<file path="config.mk">
export PLATFORM = sky130hd
export DESIGN_NAME = ppam_mult_pipe
export DESIGN_NICKNAME = d
export VERILOG_FILES = /design/src/rtl/ppam_pkg.sv /design/src/rtl/ppam_pp_reduce.sv /design/src/rtl/ppam_mult_pipe.sv
export SDC_FILE = /design/constraint.sdc
export NUM_CORES = 1
export LEC_CHECK = 0
export ABC_AREA = 1
export CAP_MARGIN = 20
export CORE_MARGIN = 5
export CORE_UTILIZATION = 53
export DETAILED_ROUTE_END_ITERATION = 6
export PLACE_DENSITY = 0.77
export RECOVER_POWER = 50
export SKIP_CTS_REPAIR_TIMING = 1
export SYNTH_ARGS = -nofsm -noshare
export SYNTH_HDL_FRONTEND = slang
export SYNTH_SLANG_ARGS = --single-unit
</file>
<file path="constraint.sdc">
create_clock -name clk -period 2 [get_ports clk]
set_input_delay 0.2 -clock clk [delete_from_list [all_inputs] [get_ports clk]]
set_output_delay 0.2 -clock clk [all_outputs]
set_load 0.02 [all_outputs]
</file>
<file path="src/rtl/ppam_pkg.sv">
// ------------------------------------------------------------------
// ppam_pkg: shared types, row-keep mask and 4:2 compressor.  Rev 1.0
// ------------------------------------------------------------------
`default_nettype none

package ppam_pkg;

  localparam int WIDTH_DEF = 8;
  localparam int PROD_W    = 2 * WIDTH_DEF;
  localparam int MAX_W     = 32;

  typedef struct packed {
    logic cout;
    logic carry;
    logic sum;
  } c42_t;

  // x1+x2+x3+x4+cin == sum + 2*(carry+cout); cout does not depend on cin.
  function automatic c42_t comp42(input logic x1, input logic x2, input logic x3,
                                  input logic x4, input logic cin);
    logic s1;
    c42_t r;
    s1      = x1 ^ x2 ^ x3;
    r.cout  = (x1 & x2) | (x1 & x3) | (x2 & x3);
    r.sum   = s1 ^ x4 ^ cin;
    r.carry = (s1 & x4) | (s1 & cin) | (x4 & cin);
    return r;
  endfunction

  function automatic logic [MAX_W-1:0] perf_mask(input int unsigned start,
                                                 input int unsigned len,
                                                 input int unsigned width);
    logic [MAX_W-1:0] keep;
    int unsigned      stop;
    keep = '0;
    stop = start + len;
    for (int unsigned j = 0; j < MAX_W; j++) begin
      keep[j] = (j < width) && !((j >= start) && (j < stop));
    end
    return keep;
  endfunction

endpackage

`default_nettype wire

</file>
<file path="src/rtl/ppam_pp_reduce.sv">
// ------------------------------------------------------------------
// ppam_pp_reduce: masked partial products to a carry-save pair.  Rev 1.0
// ------------------------------------------------------------------
`default_nettype none

module ppam_pp_reduce
  import ppam_pkg::*;
#(
  parameter int WIDTH = WIDTH_DEF
) (
  input  logic [WIDTH-1:0]   a,
  input  logic [WIDTH-1:0]   b,
  input  logic [WIDTH-1:0]   keep,
  output logic [2*WIDTH-1:0] sum,
  output logic [2*WIDTH-1:0] carry
);

  localparam int PW_PROD = 2 * WIDTH;

  logic [WIDTH:0] w_sel;
  assign w_sel = {1'b0, keep & b};

  // Two rows folded into the running (sum, carry) pair per 4:2 level.
  always_comb begin
    logic [PW_PROD-1:0] s, c, r0, r1, ns, nc;
    c42_t               q;
    logic               ci;
    s  = '0;
    c  = '0;
    r0 = '0;
    r1 = '0;
    ns = '0;
    nc = '0;
    q  = '0;
    ci = 1'b0;
    for (int j = 0; j < WIDTH; j += 2) begin
      r0 = w_sel[j]     ? (PW_PROD'(a) << j)       : '0;
      r1 = w_sel[j + 1] ? (PW_PROD'(a) << (j + 1)) : '0;
      ci = 1'b0;
      for (int k = 0; k < PW_PROD; k++) begin
        q     = comp42(s[k], c[k], r0[k], r1[k], ci);
        ns[k] = q.sum;
        nc[k] = q.carry;
        ci    = q.cout;
      end
      s = ns;
      c = nc << 1;
    end
    sum   = s;
    carry = c;
  end

endmodule

`default_nettype wire

</file>
<file path="src/rtl/ppam_mult_pipe.sv">
// ------------------------------------------------------------------
// ppam_mult_pipe: 2-stage perforated multiplier, valid/ready; PPAM_ERR_EN adds err outputs.  Rev 1.0
// ------------------------------------------------------------------
`default_nettype none

module ppam_mult_pipe
  import ppam_pkg::*;
#(
  parameter int WIDTH = WIDTH_DEF,
  parameter int PW    = $clog2(WIDTH) + 1
) (
  input  logic               clk,
  input  logic               rst_n,
  input  logic               in_valid,
  output logic               in_ready,
  input  logic [WIDTH-1:0]   a,
  input  logic [WIDTH-1:0]   b,
  input  logic [PW-1:0]      perf_start,
  input  logic [PW-1:0]      perf_len,
  output logic               out_valid,
  input  logic               out_ready,
  output logic [2*WIDTH-1:0] p
`ifdef PPAM_ERR_EN
  ,
  input  logic               err_clr,
  output logic [2*WIDTH-1:0] err,
  output logic [2*WIDTH-1:0] err_max
`endif
);

  localparam int PW_PROD = 2 * WIDTH;

  logic               w_stall;
  logic [WIDTH-1:0]   w_keep;
  logic [PW_PROD-1:0] w_sum, w_carry, w_p;
  logic               r_s1_valid;
  logic [PW_PROD-1:0] r_s1_sum, r_s1_carry;

  assign w_stall  = out_valid & ~out_ready;
  assign in_ready = ~w_stall;

  always_comb begin
    w_keep = WIDTH'(perf_mask({{(32-PW){1'b0}}, perf_start},
                              {{(32-PW){1'b0}}, perf_len}, WIDTH));
  end

  ppam_pp_reduce #(.WIDTH(WIDTH)) u_reduce (
    .a     (a),
    .b     (b),
    .keep  (w_keep),
    .sum   (w_sum),
    .carry (w_carry)
  );

  assign w_p = r_s1_sum + r_s1_carry;

  // Whole pipe advances together; a bubble in stage 1 moves on as valid=0.
  always_ff @(posedge clk or negedge rst_n) begin
    if (!rst_n) begin
      r_s1_valid <= 1'b0;
      r_s1_sum   <= '0;
      r_s1_carry <= '0;
      out_valid  <= 1'b0;
      p          <= '0;
    end else if (!w_stall) begin
      r_s1_valid <= in_valid;
      if (in_valid) begin
        r_s1_sum   <= w_sum;
        r_s1_carry <= w_carry;
      end
      out_valid <= r_s1_valid;
      if (r_s1_valid) begin
        p <= w_p;
      end
    end
  end

`ifdef PPAM_ERR_EN
  logic [PW_PROD-1:0] r_s1_exact;
  logic               w_deliver;

  assign w_deliver = out_valid & out_ready;

  always_ff @(posedge clk or negedge rst_n) begin
    if (!rst_n) begin
      r_s1_exact <= '0;
      err        <= '0;
    end else if (!w_stall) begin
      if (in_valid) begin
        r_s1_exact <= PW_PROD'(a) * PW_PROD'(b);
      end
      if (r_s1_valid) begin
        err <= r_s1_exact - w_p;
      end
    end
  end

  // A clear coinciding with a delivery restarts the maximum from that result.
  always_ff @(posedge clk or negedge rst_n) begin
    if (!rst_n) begin
      err_max <= '0;
    end else if (err_clr) begin
      err_max <= w_deliver ? err : '0;
    end else if (w_deliver && (err > err_max)) begin
      err_max <= err;
    end
  end
`endif

endmodule

`default_nettype wire

</file>
# Word level (Yosys, flattened, before mapping)

Index checks and enable logic that the tools add are counted.

Divide/modulo/power cells: 0
Reductions and logical operators: 18
Equal/unequal tests: 0
$add $sub $neg: 2
Mux-type cells: 8
$mul: 0
Bitwise gates (word level): 647
Order comparisons: 16
Shift operators: 0

Operators by type and width:

| kind                  | count |
|---|---|
| $and A1 B1 Y1         | 237 |
| $xor A1 B1 Y1         | 173 |
| $or A1 B1 Y1          | 168 |
| $and A1 B1 Y1 const B | 24 |
| $xor A1 B1 Y1 const B | 21 |
| $lt A3 B5 Y1 const A  | 4 |
| $add A16 B16 Y16      | 1 |
| $ge A3 B4 Y1 const A  | 4 |
| $mux W15              | 1 |
| $mux W14              | 1 |
| $mux W13              | 1 |
| $mux W12              | 1 |
| $mux W11              | 1 |
| $lt A1 B5 Y1 const A  | 2 |
| $lt A2 B5 Y1 const A  | 2 |
| $mux W10              | 1 |
| $mux W9               | 1 |
| $and A8 B8 Y8         | 1 |
| $ge A1 B4 Y1 const A  | 2 |
| $ge A2 B4 Y1 const A  | 2 |
| $logic_and A1 B1 Y1   | 8 |
| $logic_not A1 Y1      | 8 |
| $mux W8               | 1 |
| $and A1 B1 Y1 const A | 7 |
| other kinds (6)       | 19 |

Memories kept: 0
Bits in registers: 49
Memory bits (read-only): 0
Input port bits: 28
RAM bits: 0
Logic and storage cells: 696
Latch bits: 0
Output and inout port bits: 18

# Longest topological paths before layout

Word-level depth: 25
Gate-level depth with buffers: 22

# Hierarchy

From an unflattened synthesis, not the netlist that was laid out.

Cell total of the unflattened synthesis: 559
Area total of the unflattened synthesis: 4745.8 µm²

Modules (own cells, without submodules):

| module         | area an instance (µm²) | cells an instance | seq. area each (µm²) | times used |
|---|---|---|---|---|
| ppam_mult_pipe | 3159.3                 | 358               | 1251.2               | 1 |
| ppam_pp_reduce | 1586.5                 | 201               | 0.0                  | 1 |

# Least setup slack after synthesis

OpenSTA, ideal clock, no wires.

Path type: input to register
From: input perf_start[0]
To: register r_s1_sum[8]
Data arrival time: 4970 ps
Path buffers: 0
Path slack: -3101 ps
Stages: 18
Path through: ha_1 fa_1 xnor2_2 nand2_1 o21ai_2 nand2_2 nor2_1 ha_1 inv_1 fa_1 inv_1 fa_1 fa_1 fa_1 fa_1 inv_1 fa_1 o21ai_0

Cells in the longest elaborated chain, start to end: 23
Elaborated cells between the ends (all ways): 161

RTL lines:

| item                                                  | RTL line                                   | source |
|---|---|---|
| start, declared                                       | ppam_mult_pipe.sv:18                       | `input logic [PW-1:0] perf_start,` |
| $add A4 B4 Y5                                         | ppam_pkg.sv:36                             | `stop = start + len;` |
| $lt A1 B5 Y1                                          | ppam_pkg.sv:38                             | `keep[j] = (j < width) && !((j >= start) && (j < stop));` |
| $logic_and A1 B1 Y1                                   | ppam_pkg.sv:38                             |  |
| $logic_not A1 Y1                                      | ppam_pkg.sv:38                             |  |
| $and A8 B8 Y8 *                                       | ppam_pp_reduce.sv:21                       | `assign w_sel = {1'b0, keep & b};` |
| $mux W8 / $mux W9 (equally long branches)             | ppam_pp_reduce.sv:37, ppam_pp_reduce.sv:38 |  |
| $xor A1 B1 Y1 / $and A1 B1 Y1 (equally long branches) | ppam_pkg.sv:25, ppam_pkg.sv:26             |  |
| $and A1 B1 Y1                                         | ppam_pkg.sv:24                             | `r.cout = (x1 & x2) \| (x1 & x3) \| (x2 & x3);` |
| [5 not listed]                                        | n/a                                        |  |
| $and A1 B1 Y1                                         | ppam_pkg.sv:24                             |  |
| $or A1 B1 Y1 (2 in series)                            | ppam_pkg.sv:24                             |  |
| $and A1 B1 Y1                                         | ppam_pkg.sv:26                             | `r.carry = (s1 & x4) \| (s1 & cin) \| (x4 & cin);` |
| $or A1 B1 Y1 (2 in series)                            | ppam_pkg.sv:26                             |  |
| $xor A1 B1 Y1 / $and A1 B1 Y1 (equally long branches) | ppam_pkg.sv:23, ppam_pkg.sv:24             |  |
| $xor A1 B1 Y1 / $or A1 B1 Y1 (equally long branches)  | ppam_pkg.sv:23, ppam_pkg.sv:24             |  |
| $xor A1 B1 Y1 / $or A1 B1 Y1 (equally long branches)  | ppam_pkg.sv:25, ppam_pkg.sv:24             |  |
| $xor A1 B1 Y1 *                                       | ppam_pkg.sv:25                             | `r.sum = s1 ^ x4 ^ cin;` |
| end signal, assigned                                  | ppam_mult_pipe.sv:68                       | `r_s1_sum <= w_sum;` |
| end, declared                                         | ppam_mult_pipe.sv:37                       | `logic [PW_PROD-1:0] r_s1_sum, r_s1_carry;` |

Every way passes the cells marked *; elsewhere a longest branch is shown, timed or not.
A chain may end at the register's enable or synchronous reset.

# Worst setup path after layout

From: input perf_len[0]
To: register r_s1_sum[7]

Cells in the longest elaborated chain, start to end: 23
Elaborated cells between the ends (all ways): 153

RTL lines:

| item                                                  | RTL line                                   | source |
|---|---|---|
| start, declared                                       | ppam_mult_pipe.sv:19                       | `input logic [PW-1:0] perf_len,` |
| $add A4 B4 Y5 *                                       | ppam_pkg.sv:36                             |  |
| $lt A1 B5 Y1                                          | ppam_pkg.sv:38                             |  |
| $logic_and A1 B1 Y1                                   | ppam_pkg.sv:38                             |  |
| $logic_not A1 Y1                                      | ppam_pkg.sv:38                             |  |
| $and A8 B8 Y8 *                                       | ppam_pp_reduce.sv:21                       |  |
| $mux W8 / $mux W9 (equally long branches)             | ppam_pp_reduce.sv:37, ppam_pp_reduce.sv:38 |  |
| $xor A1 B1 Y1 / $and A1 B1 Y1 (equally long branches) | ppam_pkg.sv:25, ppam_pkg.sv:26             |  |
| $and A1 B1 Y1                                         | ppam_pkg.sv:24                             |  |
| [5 not listed]                                        | n/a                                        |  |
| $and A1 B1 Y1                                         | ppam_pkg.sv:24                             |  |
| $or A1 B1 Y1 (2 in series)                            | ppam_pkg.sv:24                             |  |
| $and A1 B1 Y1                                         | ppam_pkg.sv:26                             |  |
| $or A1 B1 Y1 (2 in series)                            | ppam_pkg.sv:26                             |  |
| $xor A1 B1 Y1 / $and A1 B1 Y1 (equally long branches) | ppam_pkg.sv:23, ppam_pkg.sv:24             |  |
| $xor A1 B1 Y1 / $or A1 B1 Y1 (equally long branches)  | ppam_pkg.sv:23, ppam_pkg.sv:24             |  |
| $xor A1 B1 Y1 / $or A1 B1 Y1 (equally long branches)  | ppam_pkg.sv:25, ppam_pkg.sv:24             |  |
| $xor A1 B1 Y1 *                                       | ppam_pkg.sv:25                             |  |

Marked as above.

==> run_summary.xml <==
<?xml version="1.0" encoding="UTF-8"?>
<metrics>
  <group name="final_layout">
    <metric name="fillerInstances" unit="">436</metric>
    <metric name="final_common_cell" unit="">sky130_fd_sc_hd__nand2_1</metric>
    <metric name="layout_common_cells" unit="">sky130_fd_sc_hd__nand2_1 (87), sky130_fd_sc_hd__buf_4 (51), sky130_fd_sc_hd__inv_1 (47)</metric>
    <metric name="synthToLayoutAreaGrowth" unit="%">38.4</metric>
    <metric name="antennaDiodeCount" unit="">0</metric>
    <metric name="nNetsFinal" unit="">591</metric>
    <metric name="final_design_area_no_fill" unit="um2">4740</metric>
    <metric name="final_layout_size_suffix_gt1_share" unit="%">31.3</metric>
  </group>
  <group name="synth">
    <metric name="synth.net_count" unit="">493</metric>
    <metric name="syn-cell-area" unit="um2">3420</metric>
    <metric name="postSynthRegisterBits" unit="">40</metric>
    <metric name="netlist_top_cells_area" unit="">sky130_fd_sc_hd__dfrtp_1 (29%), sky130_fd_sc_hd__fa_1 (26%), sky130_fd_sc_hd__nand2_1 (10%)</metric>
    <metric name="synth_area_in_adders" unit="%">32.3</metric>
    <metric name="synth_top_area_share" unit="%">29.2</metric>
    <metric name="post_synth.cell_area_avg" unit="um2">8.50</metric>
    <metric name="synth_cells" unit="">403</metric>
    <metric name="yosys_most_used_dff" unit="">sky130_fd_sc_hd__dfrtp_1</metric>
    <metric name="yosys.area_share.simple" unit="%">22.3</metric>
    <metric name="synth_top_family_by_area" unit="">adder cells</metric>
    <metric name="synth_cell_type_count" unit="">24</metric>
    <metric name="synth.largest_area_cell" unit="">sky130_fd_sc_hd__dfrtp_1</metric>
    <metric name="ys_async_sr_fraction" unit="%">100</metric>
    <metric name="synth-warning-count" unit="">0</metric>
    <metric name="seq_area_frac_synth" unit="%">29.2</metric>
    <metric name="synth_enable_flop_cells" unit="">0</metric>
    <metric name="post_synth_xor_area_fraction" unit="%">1.24</metric>
    <metric name="synth-compound-area-share" unit="%">6.76</metric>
    <metric name="synth.mux.area_fraction" unit="%">0</metric>
  </group>
  <group name="setup_path">
    <metric name="worstSetupEndpointType" unit="">flip-flop</metric>
    <metric name="timing.rr.end" unit="">p[14]</metric>
    <metric name="critical_path_arrival" unit="ps">5000</metric>
    <metric name="regToRegSetupSlack" unit="ps">350</metric>
    <metric name="critical_path.max_fanout" unit="">5</metric>
    <metric name="critical_path.startpoint_type" unit="">primary input</metric>
    <metric name="timing.reg2reg.worst_path_depth" unit="">9</metric>
    <metric name="regToRegStartpoint" unit="">r_s1_sum[8]</metric>
    <metric name="timing.critical_path.required" unit="ps">2180</metric>
    <metric name="timing.setup.critical_path_class" unit="">in -&gt; reg</metric>
  </group>
  <group name="outcome">
    <metric name="status" unit="">finished, violations left</metric>
    <metric name="failing_checks" unit="">negative setup slack</metric>
  </group>
  <group name="job">
    <metric name="maxCapViolations" unit="">0</metric>
  </group>
  <group name="clock_network">
    <metric name="ctsRootBufferMaster" unit="">sky130_fd_sc_hd__clkbuf_8</metric>
    <metric name="cts_buffers" unit="">5</metric>
    <metric name="cts_tree" unit="">built</metric>
    <metric name="clk_latency" unit="ps">290</metric>
    <metric name="worst_case_clock_buffer_depth" unit="">2</metric>
    <metric name="cts.htree.levels" unit="">2</metric>
    <metric name="clk_pin_slew" unit="ps">80</metric>
    <metric name="clock_sink_count" unit="">40</metric>
  </group>
  <group name="floorplanning">
    <metric name="dieHeight" unit="um">90.4</metric>
    <metric name="core" unit="um2">6310</metric>
    <metric name="rows" unit="">29</metric>
    <metric name="die-area" unit="um2">8170</metric>
    <metric name="die_width" unit="um">90.4</metric>
    <metric name="starting_density" unit="%">54.2</metric>
    <metric name="num_io_pins" unit="">46</metric>
  </group>
  <group name="power_and_ir_drop">
    <metric name="power.leakage" unit="nW">2.31</metric>
    <metric name="finalPower" unit="mW">4.13</metric>
    <metric name="power.density" unit="nW/um2">872</metric>
    <metric name="ir_drop_worst_vdd" unit="uV">779</metric>
  </group>
  <group name="global_routing">
    <metric name="grt_busiest_layer" unit="">met2</metric>
    <metric name="global_route.usage.met3" unit="%">3.08</metric>
    <metric name="pin_count_of_the_biggest_net_entering_global_routing" unit="">41</metric>
    <metric name="grt.met2_usage" unit="%">36.2</metric>
    <metric name="grt_overflow_total" unit="">0</metric>
    <metric name="first_pass_grt_wire_length" unit="um">13400</metric>
    <metric name="grt_pass1_vias" unit="">2968</metric>
    <metric name="antenna_found_initial" unit="">0</metric>
    <metric name="grt_use_total" unit="%">19.9</metric>
    <metric name="met1_usage" unit="%">23.9</metric>
  </group>
  <group name="sta">
    <metric name="slew_viol_final" unit="">0</metric>
    <metric name="final.period_utilization" unit="%">241</metric>
    <metric name="tightestPinTransition" unit="ps">944</metric>
    <metric name="max_freq" unit="GHz">0.208</metric>
    <metric name="rsz0062_at_grt" unit="">true</metric>
    <metric name="setup_ws" unit="ps">-2820</metric>
    <metric name="final.min_clock_period" unit="ps">4820</metric>
    <metric name="timing.clock.skew" unit="ps">6.77</metric>
    <metric name="timing_hold_violations_final" unit="">0</metric>
    <metric name="maxSlewHeadroom" unit="%">37.1</metric>
    <metric name="setup-violations-final" unit="">20</metric>
  </group>
  <group name="routing">
    <metric name="finalWirelength" unit="um">8380</metric>
    <metric name="route.antenna.remaining_nets" unit="">0</metric>
    <metric name="drt_first_iter_violations" unit="">129</metric>
    <metric name="post-route-drc-count" unit="">0</metric>
    <metric name="drt_pre_antenna_iters" unit="">4</metric>
    <metric name="wl_per_cell" unit="um">14.5</metric>
    <metric name="vias" unit="">2980</metric>
    <metric name="routed_via_density" unit="">5.15</metric>
  </group>
  <group name="placed_design">
    <metric name="number_of_buffer_cells_added_on_primary_ports" unit="">45</metric>
    <metric name="placement.cell_area" unit="um2">4400</metric>
    <metric name="detailedPlacementHpwl" unit="um">6620</metric>
    <metric name="gpl.final_weighted_congestion" unit="">0.879</metric>
  </group>
  <group name="hold_path">
    <metric name="min_path_type" unit="">in -&gt; async</metric>
  </group>
</metrics>
[Yosys cell counts, types with 2 or more instances]
library cell and instances:
sky130_fd_sc_hd__fa_1 44, sky130_fd_sc_hd__o21ai_2 3, sky130_fd_sc_hd__inv_2 3, sky130_fd_sc_hd__xnor2_1 2
sky130_fd_sc_hd__nor2_1 52, sky130_fd_sc_hd__nand2_2 6, sky130_fd_sc_hd__ha_1 18, sky130_fd_sc_hd__inv_1 64
sky130_fd_sc_hd__buf_2 2, sky130_fd_sc_hd__dfrtp_1 40, sky130_fd_sc_hd__or2_2 2, sky130_fd_sc_hd__nand3_1 25
sky130_fd_sc_hd__clkbuf_1 5, sky130_fd_sc_hd__a21oi_1 7, sky130_fd_sc_hd__nand4_1 5, sky130_fd_sc_hd__nand2_1 91
sky130_fd_sc_hd__o21ai_0 27
[worst max-delay path, stage by stage]
cell and delay (ps):
sky130_fd_sc_hd__buf_6 100, sky130_fd_sc_hd__ha_4 150, sky130_fd_sc_hd__fa_2 390, sky130_fd_sc_hd__nor2_1 120, sky130_fd_sc_hd__nand2_1 70, sky130_fd_sc_hd__nand2_2 120
sky130_fd_sc_hd__nand4_1 150, sky130_fd_sc_hd__nand2_2 130, sky130_fd_sc_hd__nand2_4 90, sky130_fd_sc_hd__nor2_4 140, sky130_fd_sc_hd__ha_4 130, sky130_fd_sc_hd__inv_2 30
sky130_fd_sc_hd__fa_1 510, sky130_fd_sc_hd__inv_2 40, sky130_fd_sc_hd__fa_2 480, sky130_fd_sc_hd__fa_2 600, sky130_fd_sc_hd__fa_2 430, sky130_fd_sc_hd__fa_1 540
sky130_fd_sc_hd__inv_1 50, sky130_fd_sc_hd__fa_1 470, sky130_fd_sc_hd__o21ai_1 50
[worst max path at each step]
| stage | start | to | slack, ps | cells after the start |
|---|---|---|---|---|
| 2_1_floorplan | perf_start[0] | r_s1_sum[7] | -2850 | 20 |
| 3_5_place_dp | perf_start[0] | r_s1_sum[8] | -3480 | 21 |
| 3_3_place_gp | perf_start[0] | r_s1_sum[7] | -3410 | 21 |
| 5_1_grt | perf_len[0] | r_s1_sum[7] | -2970 | 21 |
| 6_report | perf_len[0] | r_s1_sum[7] | -2820 | 21 |
| 4_1_cts | perf_start[0] | r_s1_sum[7] | -3180 | 21 |
[final cells by class]
class                   count  area (um2)  share of cell area [%]
clock buffers               7        96.3                    2.03
clock inverters             1        30.0                   0.634
inverters                  67         251                    5.31
multi-input cells         289        2390                    50.4
flip-flops and latches     40        1000                    21.1
well taps                  77        96.3                    2.03
repair buffers             98         877                    18.5
[metrics by stage]
stage / util (%) / cells / hold slack, ps / setup TNS (ps) / setup slack (ps)
CTS: 71.7 / 574 / 40.1 / -49010 / -3180
global route: 75.0 / 579 / 133 / -43480 / -2970
floorplan: - / 403 / -95.6 / -41060 / -2850
detailed placement: 69.7 / 566 / 354 / -57480 / -3480
finish: 75.0 / 579 / 43.4 / -40710 / -2820
global placement: 69.7 / 566 / 348 / -55400 / -3410
[flip-flops by register name, indices dropped and copies added, names as in the netlist]
| register | count |
|---|---|
| r_s1_valid | 1 |
| out_valid | 1 |
| p | 16 |
| r_s1_carry | 7 |
| r_s1_sum | 15 |
[kinds of logic after synthesis]
logic type	after synthesis
and+or+nand+nor	183
buffers and inverters	74
adders and majority gates	62
AOI/OAI and AO/OA	40
DFF	40
xor gates and xnor gates	4
[metal layers]
| layer | up-vias | wire [um] | part of all wire [%] |
|---|---|---|---|
| met5 | - | 0 | 0 |
| met3 | 25 | 367 | 4.4 |
| met1 | 1441 | 3300 | 39 |
| met4 | 0 | 245 | 2.9 |
| met2 | 84 | 4470 | 53 |
| li1 | 1430 | - | - |
[power by group]
part / total, mW / internal, mW / switching (mW) / leakage, nW
clock network: 0.710 / 0.440 / 0.270 / 0.0645
registers: 1.24 / 1.09 / 0.154 / 0.512
logic: 2.18 / 1.01 / 1.17 / 1.74
(Power assumes the default switching activity.)
